`src/rtl/params.vh`:
```
// Shared build-time constants for the framebuffer subsystem.
`ifndef FB_PARAMS_VH
`define FB_PARAMS_VH
`define FRAMEBUFFER_SIZE 307200
`endif

```
`src/rtl/fb_arb_pkg.sv`:
```
// Types and constants shared by the framebuffer write arbiter.
`include "params.vh"

package fb_arb_pkg;

    localparam int ADDR_W           = 19;
    localparam int DATA_W           = 4;
    localparam int NUM_REQ_DEF      = 3;
    localparam int FRAMEBUFFER_SIZE = `FRAMEBUFFER_SIZE;

    typedef enum logic [1:0] {
        DRAW,
        DONE,
        WAIT_RESET
    } state_t;

endpackage

```
`src/rtl/rr_pick2.sv`:
```
// Combinational round-robin picker: first two set bits of mask from rr.
module rr_pick2 #(
    parameter int N  = 3,
    parameter int IW = 2
) (
    input  logic [N-1:0]  mask,
    input  logic [IW-1:0] rr,
    output logic [N-1:0]  g1,
    output logic [N-1:0]  g2,
    output logic [IW-1:0] idx1,
    output logic [IW-1:0] idx2,
    output logic          any1,
    output logic          any2
);

    always_comb begin
        int j;
        j    = 0;
        g1   = '0;
        g2   = '0;
        idx1 = '0;
        idx2 = '0;
        any1 = 1'b0;
        any2 = 1'b0;
        for (int k = 0; k < N; k++) begin
            j = (int'(rr) + k) % N;
            if (mask[j]) begin
                if (!any1) begin
                    any1  = 1'b1;
                    g1[j] = 1'b1;
                    idx1  = IW'(j);
                end else if (!any2) begin
                    any2  = 1'b1;
                    g2[j] = 1'b1;
                    idx2  = IW'(j);
                end
            end
        end
    end

endmodule

```
`src/rtl/fb_write_arbiter.sv`:
```
// Merges per-requester pixel writes onto two framebuffer write ports
// and tracks frame completion against vsync.
module fb_write_arbiter
    import fb_arb_pkg::*;
#(
    parameter int NUM_REQ  = NUM_REQ_DEF,
    parameter int FB_LIMIT = FRAMEBUFFER_SIZE
) (
    input  logic                            clock,
    input  logic                            reset,
    input  logic                            vsync,
    input  logic                            fb_resetting,
    input  logic [NUM_REQ-1:0]              req_valid,
    input  logic [NUM_REQ-1:0]              req_last,
    input  logic [NUM_REQ-1:0][ADDR_W-1:0]  req_addr,
    input  logic [NUM_REQ-1:0][DATA_W-1:0]  req_data,
    output logic [NUM_REQ-1:0]              req_ready,
    output logic [ADDR_W-1:0]               addr_wr1,
    output logic [DATA_W-1:0]               data_wr1,
    output logic                            wr1_en,
    output logic [ADDR_W-1:0]               addr_wr2,
    output logic [DATA_W-1:0]               data_wr2,
    output logic                            wr2_en,
    output logic                            frame_ready,
    output logic [7:0]                      overrun_count,
    output logic [15:0]                     drop_count
);

    localparam int IW = (NUM_REQ > 1) ? $clog2(NUM_REQ) : 1;
    localparam logic [31:0] LIM = 32'(FB_LIMIT);

    state_t               state;
    logic [NUM_REQ-1:0]   done;
    logic                 seen;
    logic                 old_vsync;
    logic [IW-1:0]        rr;

    logic [NUM_REQ-1:0]   elig;
    logic [NUM_REQ-1:0]   g1;
    logic [NUM_REQ-1:0]   g2;
    logic [IW-1:0]        i1;
    logic [IW-1:0]        i2;
    logic                 f1;
    logic                 f2;
    logic                 fall;
    logic                 ok1;
    logic                 ok2;
    logic [1:0]           ndrop;
    logic [16:0]          drop_sum;
    logic [NUM_REQ-1:0]   done_nx;
    logic [IW-1:0]        rr_nx;

    function automatic logic [IW-1:0] wrap_inc(input logic [IW-1:0] i);
        if (32'(i) + 32'd1 >= 32'(NUM_REQ))
            return '0;
        return i + 1'b1;
    endfunction

    assign elig = (state == DRAW) ? (req_valid & ~done) : '0;

    rr_pick2 #(
        .N  (NUM_REQ),
        .IW (IW)
    ) u_pick (
        .mask (elig),
        .rr   (rr),
        .g1   (g1),
        .g2   (g2),
        .idx1 (i1),
        .idx2 (i2),
        .any1 (f1),
        .any2 (f2)
    );

    assign req_ready = g1 | g2;
    assign fall      = old_vsync & ~vsync;

    // Out-of-range transfers are accepted but never reach a port.
    assign ok1      = f1 & (32'(req_addr[i1]) < LIM);
    assign ok2      = f2 & (32'(req_addr[i2]) < LIM);
    assign ndrop    = {1'b0, f1 & ~ok1} + {1'b0, f2 & ~ok2};
    assign drop_sum = {1'b0, drop_count} + 17'(ndrop);

    assign done_nx = done | (req_ready & req_last);
    assign rr_nx   = f2 ? wrap_inc(i2) : (f1 ? wrap_inc(i1) : rr);

    always_ff @(posedge clock or posedge reset) begin
        if (reset) begin
            state         <= DRAW;
            done          <= '0;
            seen          <= 1'b0;
            old_vsync     <= 1'b1;
            rr            <= '0;
            addr_wr1      <= '0;
            data_wr1      <= '0;
            wr1_en        <= 1'b0;
            addr_wr2      <= '0;
            data_wr2      <= '0;
            wr2_en        <= 1'b0;
            frame_ready   <= 1'b0;
            overrun_count <= '0;
            drop_count    <= '0;
        end else begin
            old_vsync  <= vsync;
            rr         <= rr_nx;
            addr_wr1   <= req_addr[i1];
            data_wr1   <= req_data[i1];
            wr1_en     <= ok1;
            addr_wr2   <= req_addr[i2];
            data_wr2   <= req_data[i2];
            wr2_en     <= ok2;
            drop_count <= drop_sum[16] ? 16'hFFFF : drop_sum[15:0];
            unique case (state)
                DRAW: begin
                    if (fall) begin
                        state       <= WAIT_RESET;
                        done        <= '0;
                        seen        <= 1'b0;
                        frame_ready <= 1'b0;
                        if (overrun_count != 8'hFF)
                            overrun_count <= overrun_count + 8'd1;
                    end else if (&done_nx) begin
                        state       <= DONE;
                        done        <= done_nx;
                        frame_ready <= 1'b1;
                    end else begin
                        done <= done_nx;
                    end
                end
                DONE: begin
                    if (fall) begin
                        state       <= WAIT_RESET;
                        done        <= '0;
                        seen        <= 1'b0;
                        frame_ready <= 1'b0;
                    end
                end
                WAIT_RESET: begin
                    if (fb_resetting) begin
                        seen <= 1'b1;
                    end else if (seen) begin
                        state <= DRAW;
                        seen  <= 1'b0;
                    end
                end
                default: begin
                    state       <= DRAW;
                    frame_ready <= 1'b0;
                end
            endcase
        end
    end

endmodule
```
`config.mk`:
```
export PLATFORM = sky130hd
export DESIGN_NAME = fb_write_arbiter
export DESIGN_NICKNAME = d
export VERILOG_FILES = /design/src/rtl/fb_arb_pkg.sv /design/src/rtl/rr_pick2.sv /design/src/rtl/fb_write_arbiter.sv
export VERILOG_INCLUDE_DIRS = /design/src /design/src/rtl
export SDC_FILE = /design/constraint.sdc
export NUM_CORES = 1
export LEC_CHECK = 0
export ABC_AREA = 1
export BUFFER_PORTS_ARGS = -buffer_cell sky130_fd_sc_hd__buf_2
export CAP_MARGIN = 20
export CELL_PAD_IN_SITES_DETAIL_PLACEMENT = 1
export CELL_PAD_IN_SITES_GLOBAL_PLACEMENT = 1
export CORE_MARGIN = 2
export CORE_UTILIZATION = 38
export CTS_CLUSTER_DIAMETER = 150
export CTS_CLUSTER_SIZE = 28
export DETAILED_ROUTE_END_ITERATION = 16
export PLACE_DENSITY = 0.95
export SLEW_MARGIN = 20
export SYNTH_ARGS = -nofsm -noshare
export SYNTH_HDL_FRONTEND = slang
export SYNTH_SLANG_ARGS = --single-unit
```
`constraint.sdc`:
```
create_clock -name clock -period 7.8 [get_ports clock]
set_input_delay 1.17 -clock clock [delete_from_list [all_inputs] [get_ports clock]]
set_output_delay 1.17 -clock clock [all_outputs]
set_load 0.01 [all_outputs]
```
# ---- Word-level counts from Yosys, hierarchy flattened
# Index checks and enable logic that the tools add are counted.
dict set report classes {
  n_addsub 9
  n_div 3
  order_cmp 12
  n_eq_ne 8
  n_mux 75
  n_bitwise 17
  reduce_logical 14
}
# op n
set op_table {}
lappend op_table {{>= comparator 32 x 1 -> 1 bit (second input constant)} 3}
lappend op_table {{less-than comparator 32 x 4 -> 1 bit (second input constant)} 3}
lappend op_table {{binary-select mux 19 bit (select 2 bit)} 2}
lappend op_table {{modulo 32 x 3 -> 32 bit (second input constant)} 2}
lappend op_table {{2-to-1 mux 2 bit} 21}
lappend op_table {{2-to-1 mux 3 bit} 13}
lappend op_table {{less-than comparator 19 bit (second input constant)} 2}
lappend op_table {{2-to-1 mux 19 bit} 2}
lappend op_table {{modulo 3 x 3 -> 32 bit (second input constant)} 1}
lappend op_table {{2-to-1 mux 1 bit} 22}
lappend op_table {{adder 16 x 2 -> 17 bit} 1}
lappend op_table {{binary-select mux 4 bit (select 2 bit)} 2}
lappend op_table {{2-to-1 mux 16 bit} 1}
lappend op_table {{bitwise OR 3 bit} 5}
lappend op_table {{adder 2 x 1 -> 3 bit (second input constant)} 3}
lappend op_table {{AND reduction 3 bit} 3}
lappend op_table {{adder 8 x 1 -> 8 bit (second input constant)} 1}
lappend op_table {{2-to-1 mux 4 bit} 2}
lappend op_table {{!= test 8 bit (second input constant)} 1}
lappend op_table {{AND 3 bit} 2}
lappend op_table {{binary-select mux 1 bit (select 2 bit)} 3}
lappend op_table {{demux 1 bit (select 2 bit)} 3}
lappend op_table {{>= comparator 3 x 2 -> 1 bit (second input constant)} 2}
lappend op_table {{less-than comparator 2 x 3 -> 1 bit (second input constant)} 2}
lappend op_table {{21 further kinds} 36}
dict set report word_totals {
  regBits 82
  inputBits 79
  output_inout_bits 76
  word_cells 152
}

# ---- Longest topological paths before layout
dict set report depth {
  depth_word 21
  ltp_mapped 32
  ltp_nobuf 31
}

# ---- Hierarchy
# From an unflattened synthesis, not the netlist that was laid out.
dict set report unflattened {
  cells_unflattened 566
  hier_area_um2 4538.1
}
# module instances cells_each area_per_inst_um2 seq_area_each_um2
set by_module_without_submodules {}
lappend by_module_without_submodules {fb_write_arbiter 1 483 4111.4 2053.2}
lappend by_module_without_submodules {rr_pick2 1 83 426.7 0.0}

# ---- Least setup slack after synthesis
# Ideal clock, no wire load.
dict set report synth_path {
  path_type {input to register}
  from {input req_valid[1]}
  to {register drop_count[9]}
  arrival_ps 4482
  setup_slack_ps 3248
  stages 30
  path_cell_list {inv_1 -> nor2_1 -> nand3_1 -> nand2_1 -> nand2_1 -> nand2_1 -> nand2_4 -> inv_4 -> nand2_1 -> nand2_4 -> inv_4 -> buf_6 -> a21oi_2 -> nand2_1 -> nor2_1 -> nand2_1 -> nand2_1 -> nand2_1 -> fa_1 -> inv_1 -> ha_1 -> nand2_1 -> nor3_1 -> nand3_1 -> nor2_1 -> nand2_1 -> inv_1 -> nand4_1 -> clkbuf_1 -> nand3_1}
}
dict set report synth_via {
  elab_chain_len 20
  elab_cells_between_ends 43
  classes_between {2 x add/sub; 2 x order compare; 32 x mux; 7 x bitwise}
}
# element line
set synth_lines {}
lappend synth_lines {{from (decl)} fb_write_arbiter.sv:13} ;# input logic [NUM_REQ-1:0] req_valid,
lappend synth_lines {{AND 3 bit *} fb_write_arbiter.sv:59} ;# assign elig = (state == DRAW) ? (req_valid & ~done) : '0;
lappend synth_lines {{2-to-1 mux 3 bit *} fb_write_arbiter.sv:59}
lappend synth_lines {{binary-select mux 1 bit (select 2 bit)} rr_pick2.sv:27} ;# if (mask[j]) begin
lappend synth_lines {{2-to-1 mux 1 bit (not written as such) (2 in series)} rr_pick2.sv:27}
lappend synth_lines {{2-to-1 mux 1 bit} rr_pick2.sv:27}
lappend synth_lines {{2-to-1 mux 2 bit or 2-to-1 mux 1 bit (tied branches)} rr_pick2.sv:28} ;# if (!any1) begin
lappend synth_lines {{2-to-1 mux 2 bit or 2-to-1 mux 1 bit (tied branches)} rr_pick2.sv:27}
lappend synth_lines {{2-to-1 mux 2 bit} rr_pick2.sv:32} ;# end else if (!any2) begin
lappend synth_lines {{(+3 left out)} n/a}
lappend synth_lines {{2-to-1 mux 19 bit (not written as such)} fb_write_arbiter.sv:80} ;# assign ok2 = f2 & (32'(req_addr[i2]) < LIM);
lappend synth_lines {{less-than comparator 19 bit} fb_write_arbiter.sv:80}
lappend synth_lines {{AND 1 bit} fb_write_arbiter.sv:80}
lappend synth_lines {{inverter 1 bit} fb_write_arbiter.sv:81} ;# assign ndrop = {1'b0, f1 & ~ok1} + {1'b0, f2 & ~ok2};
lappend synth_lines {{AND 1 bit} fb_write_arbiter.sv:81}
lappend synth_lines {{adder 1 x 1 -> 2 bit *} fb_write_arbiter.sv:81}
lappend synth_lines {{adder 16 x 2 -> 17 bit *} fb_write_arbiter.sv:82} ;# assign drop_sum = {1'b0, drop_count} + 17'(ndrop);
lappend synth_lines {{2-to-1 mux 16 bit *} fb_write_arbiter.sv:112} ;# drop_count <= drop_sum[16] ? 16'hFFFF : drop_sum[15:0];
lappend synth_lines {{to (signal assigned)} fb_write_arbiter.sv:112}
lappend synth_lines {{to (decl)} fb_write_arbiter.sv:26} ;# output logic [15:0] drop_count
# Mark *: on every way between the ends. The rest lies on a longest branch, timed or not. The select of a mux whose other input is x is not followed.
# A chain may end at the register's enable or synchronous reset.

# ---- Worst setup path in the final report
dict set report layout_path {
  from {input req_valid[1]}
  to {register drop_count[13]}
}
# The elaborated chain is that of the path after synthesis.

==> flow_summary.ini <==
[status]
outcome = finished, final reports clean

[route]
wirelength_mm = 14.6
post_drt_wl_per_cell_um = 17.3
drt_iter0_markers = 297
vias_per_inst = 5.14
drt_pass1_iterations = 4
detail-route-antenna-nets = 0
drc = 0
route.vias.total = 4352

[synth]
synth.largest_area_cell = dfrtp_1
synth.top_cell.area_share = 0.464
ys_async_sr_fraction = 1.00
netlist_top_cells_area = dfrtp_1 46%, nand2_1 9.9%, inv_1 7.2%
ys_ff_latch = 82
synth-main-ff-cell = dfrtp_1
synthesis.area_per_instance_um2 = 7.98
synthCells = 548
synthesized_area_mm2 = 0.00437
yosys_warnings = 0
synth.yosys.seq_area_share = 0.470
post_synth_cell_types = 39
synth_enable_flop_cells = 0
postSynthNetCount = 634

[setup_path]
crit_family = simple AND/OR/NAND/NOR gates
worstPathRequired_ns = 8.08
cp-start-kind = primary input
cp_data_arrival_time_ns = 5.99
slowest_delay_ns = 0.52
critPathKind = primary input to register
timing.critical_path.mode_cell = nand2_1
critPathSlowestCell = nor2_4
worstSetupEndpointType = register
crit_path_max_fanout = 26
worst-path-buf-inv = 4

[cts]
worst_skew_pair_later_pin_latency_ns = 0.35
cts.reportedPaths.clkPinSlew_ns = 0.06
hold_buffers_post_cts = 0
clock_tree_root_driver_cell = clkbuf_16
cts_made_buffers = 9
tritoncts = done
cts.sinks = 82
cts_buffer_depth = 2
postCtsResizedCells = 0
postCtsSetupBuffers = 0
ctsHtreeMaxLevel = 3

[die]
design.die.area_mm2 = 0.0124
initial_core_util = 0.386
floorplan.rows = 39
die-height_um = 111
ioPinCount = 155
design.core.area_mm2 = 0.0113
dieWidth_um = 111

[timing]
period_share = 0.732
grt_setup_unrepaired = no
timing.final.setup_violations = 0
setup_tns_ns = 0
max_clock_freq_mhz = 175
clock_skew_ns = 0.0108
final_hold_viol_count = 0
drv_slew = 0
period_needed_ns = 5.71
max_slew.worst_pin.slew_ns = 0.818
maxSlewHeadroom = 0.453

[place]
gp_congestion = 0.872
numPortBuffers = 154
place_hpwl_mm = 10.8

[final_layout]
final_net_count = 784
final_layout_size_suffix_gt1_frac = 0.283
most-common-layout-cells = 154 x buf_2, 115 x nand2_1, 82 x inv_1, 81 x dfrtp_1, 58 x nor2_1
num-fill-cells = 1460
layout-area-overhead-vs-synth_pct = 26.4
layout.cells.most_common = buf_2

[global_routing]
grt.met2_usage = 0.412
globalRoute.totalOverflow = 0
grt_pass1_vias = 4818
largest_net_degree_at_the_start_of_global_routing = 83
grt_pass1_wl_mm = 23.7
grt_busiest_layer = met2
grt_antenna_before_repair = 1
grt_util_met3 = 0.0421
global_route.usage.total = 0.241
grt.met1_usage = 0.299

[pwr]
p_leak_nw = 3.08
power_density_mw_per_mm2 = 443
worst_ir_drop_vdd_mv = 0.175
post-layout-total-power_mw = 2.45

[run]
max-cap-violations = 0

[hold_path]
hold_path_class = register to register
## metrics by stage
| stage | util | instances | worst slack, ns | hold slack, ns | area (um^2) |
|---|---|---|---|---|---|
| after CTS | 0.487 | 846 | 2.08 | 0.480 | 5510 |
| after global placement | 0.462 | 830 | 2.06 | 0.452 | 5230 |
| after detailed placement | 0.462 | 830 | 1.73 | 0.464 | 5230 |
| after floorplan | - | 548 | 3.25 | 0.500 | 4370 |
| final | 0.488 | 847 | 2.09 | 0.480 | 5530 |
| after global routing | 0.488 | 847 | 1.46 | 0.522 | 5530 |
## worst paths after layout
kind	startpoint	end	slack [ns]	cells past startpoint
worst max-delay path	req_valid[1]	drop_count[13]	2.09	30
worst min-delay path	frame_ready	frame_ready	0.48	2
worst max register to register	rr[0]	drop_count[13]	2.16	29
worst min register to register	frame_ready	frame_ready	0.48	2
max in group asynchronous	reset	addr_wr2[4]	6.25	3
min in group asynchronous	reset	state[1]	1.07	3
## cell type report
class,count,area (um^2),share of cell area
Clock inverter,4,52.6,0.00951
Sequential cell,82,2050,0.372
Multi-Input combinational cell,364,1890,0.342
Inverter,86,329,0.0596
Tap cell,143,179,0.0324
Clock buffer,12,236,0.0428
Timing Repair Buffer,155,782,0.142
Antenna cell,1,2.50,0.000453
## Yosys cell counts, types with 5 or more instances
library cell,instances
nand3_1,48
inv_1,84
a22oi_1,9
dfrtp_1,81
buf_2,6
nand4_1,5
o21ai_0,36
a21oi_1,11
nand2_1,115
nand2_2,7
o211ai_1,7
xor2_1,7
o22ai_1,16
nor2_1,58
ha_1,6
## layer usage
layer / share of wire / wire [um] / up-vias
met1: 0.42 / 6200 / 2130
met2: 0.50 / 7340 / 118
met5: 0 / 0 / -
met4: 0.036 / 521 / 0
met3: 0.039 / 569 / 40
li1: - / - / 2064
## power breakdown
group	internal, mW	total [mW]	switching [mW]
clock	0.249	0.422	0.173
combinational	0.425	1.32	0.900
sequential	0.612	0.702	0.0901
total	1.29	2.45	1.16
## worst min-delay path, stage by stage (launching register included)
cell and delay, ns:
dfrtp_1 0.35, nand2_1 0.06, nand2_1 0.05
## cells by family (layout without fill, tap and decap cells)
family	after synthesis	in the layout	synth area share
xor gates and xnor gates	9	9	0.0180
other	0	1	0
adders and majority gates	7	7	0.0218
and+or+nand+nor	258	258	0.269
AOI/OAI and AO/OA	90	90	0.123
buffers and inverters	102	257	0.0990
DFF	82	82	0.470
## state kept, by name, summed over array words and instances, names as in the netlist, 3 cells and up
| register | count |
|---|---|
| addr_wr1 | 19 |
| addr_wr2 | 19 |
| drop_count | 16 |
| overrun_count | 8 |
| data_wr1 | 4 |
| data_wr2 | 4 |
| done | 3 |
No activity file was read; power rests on OpenSTA's default activity.
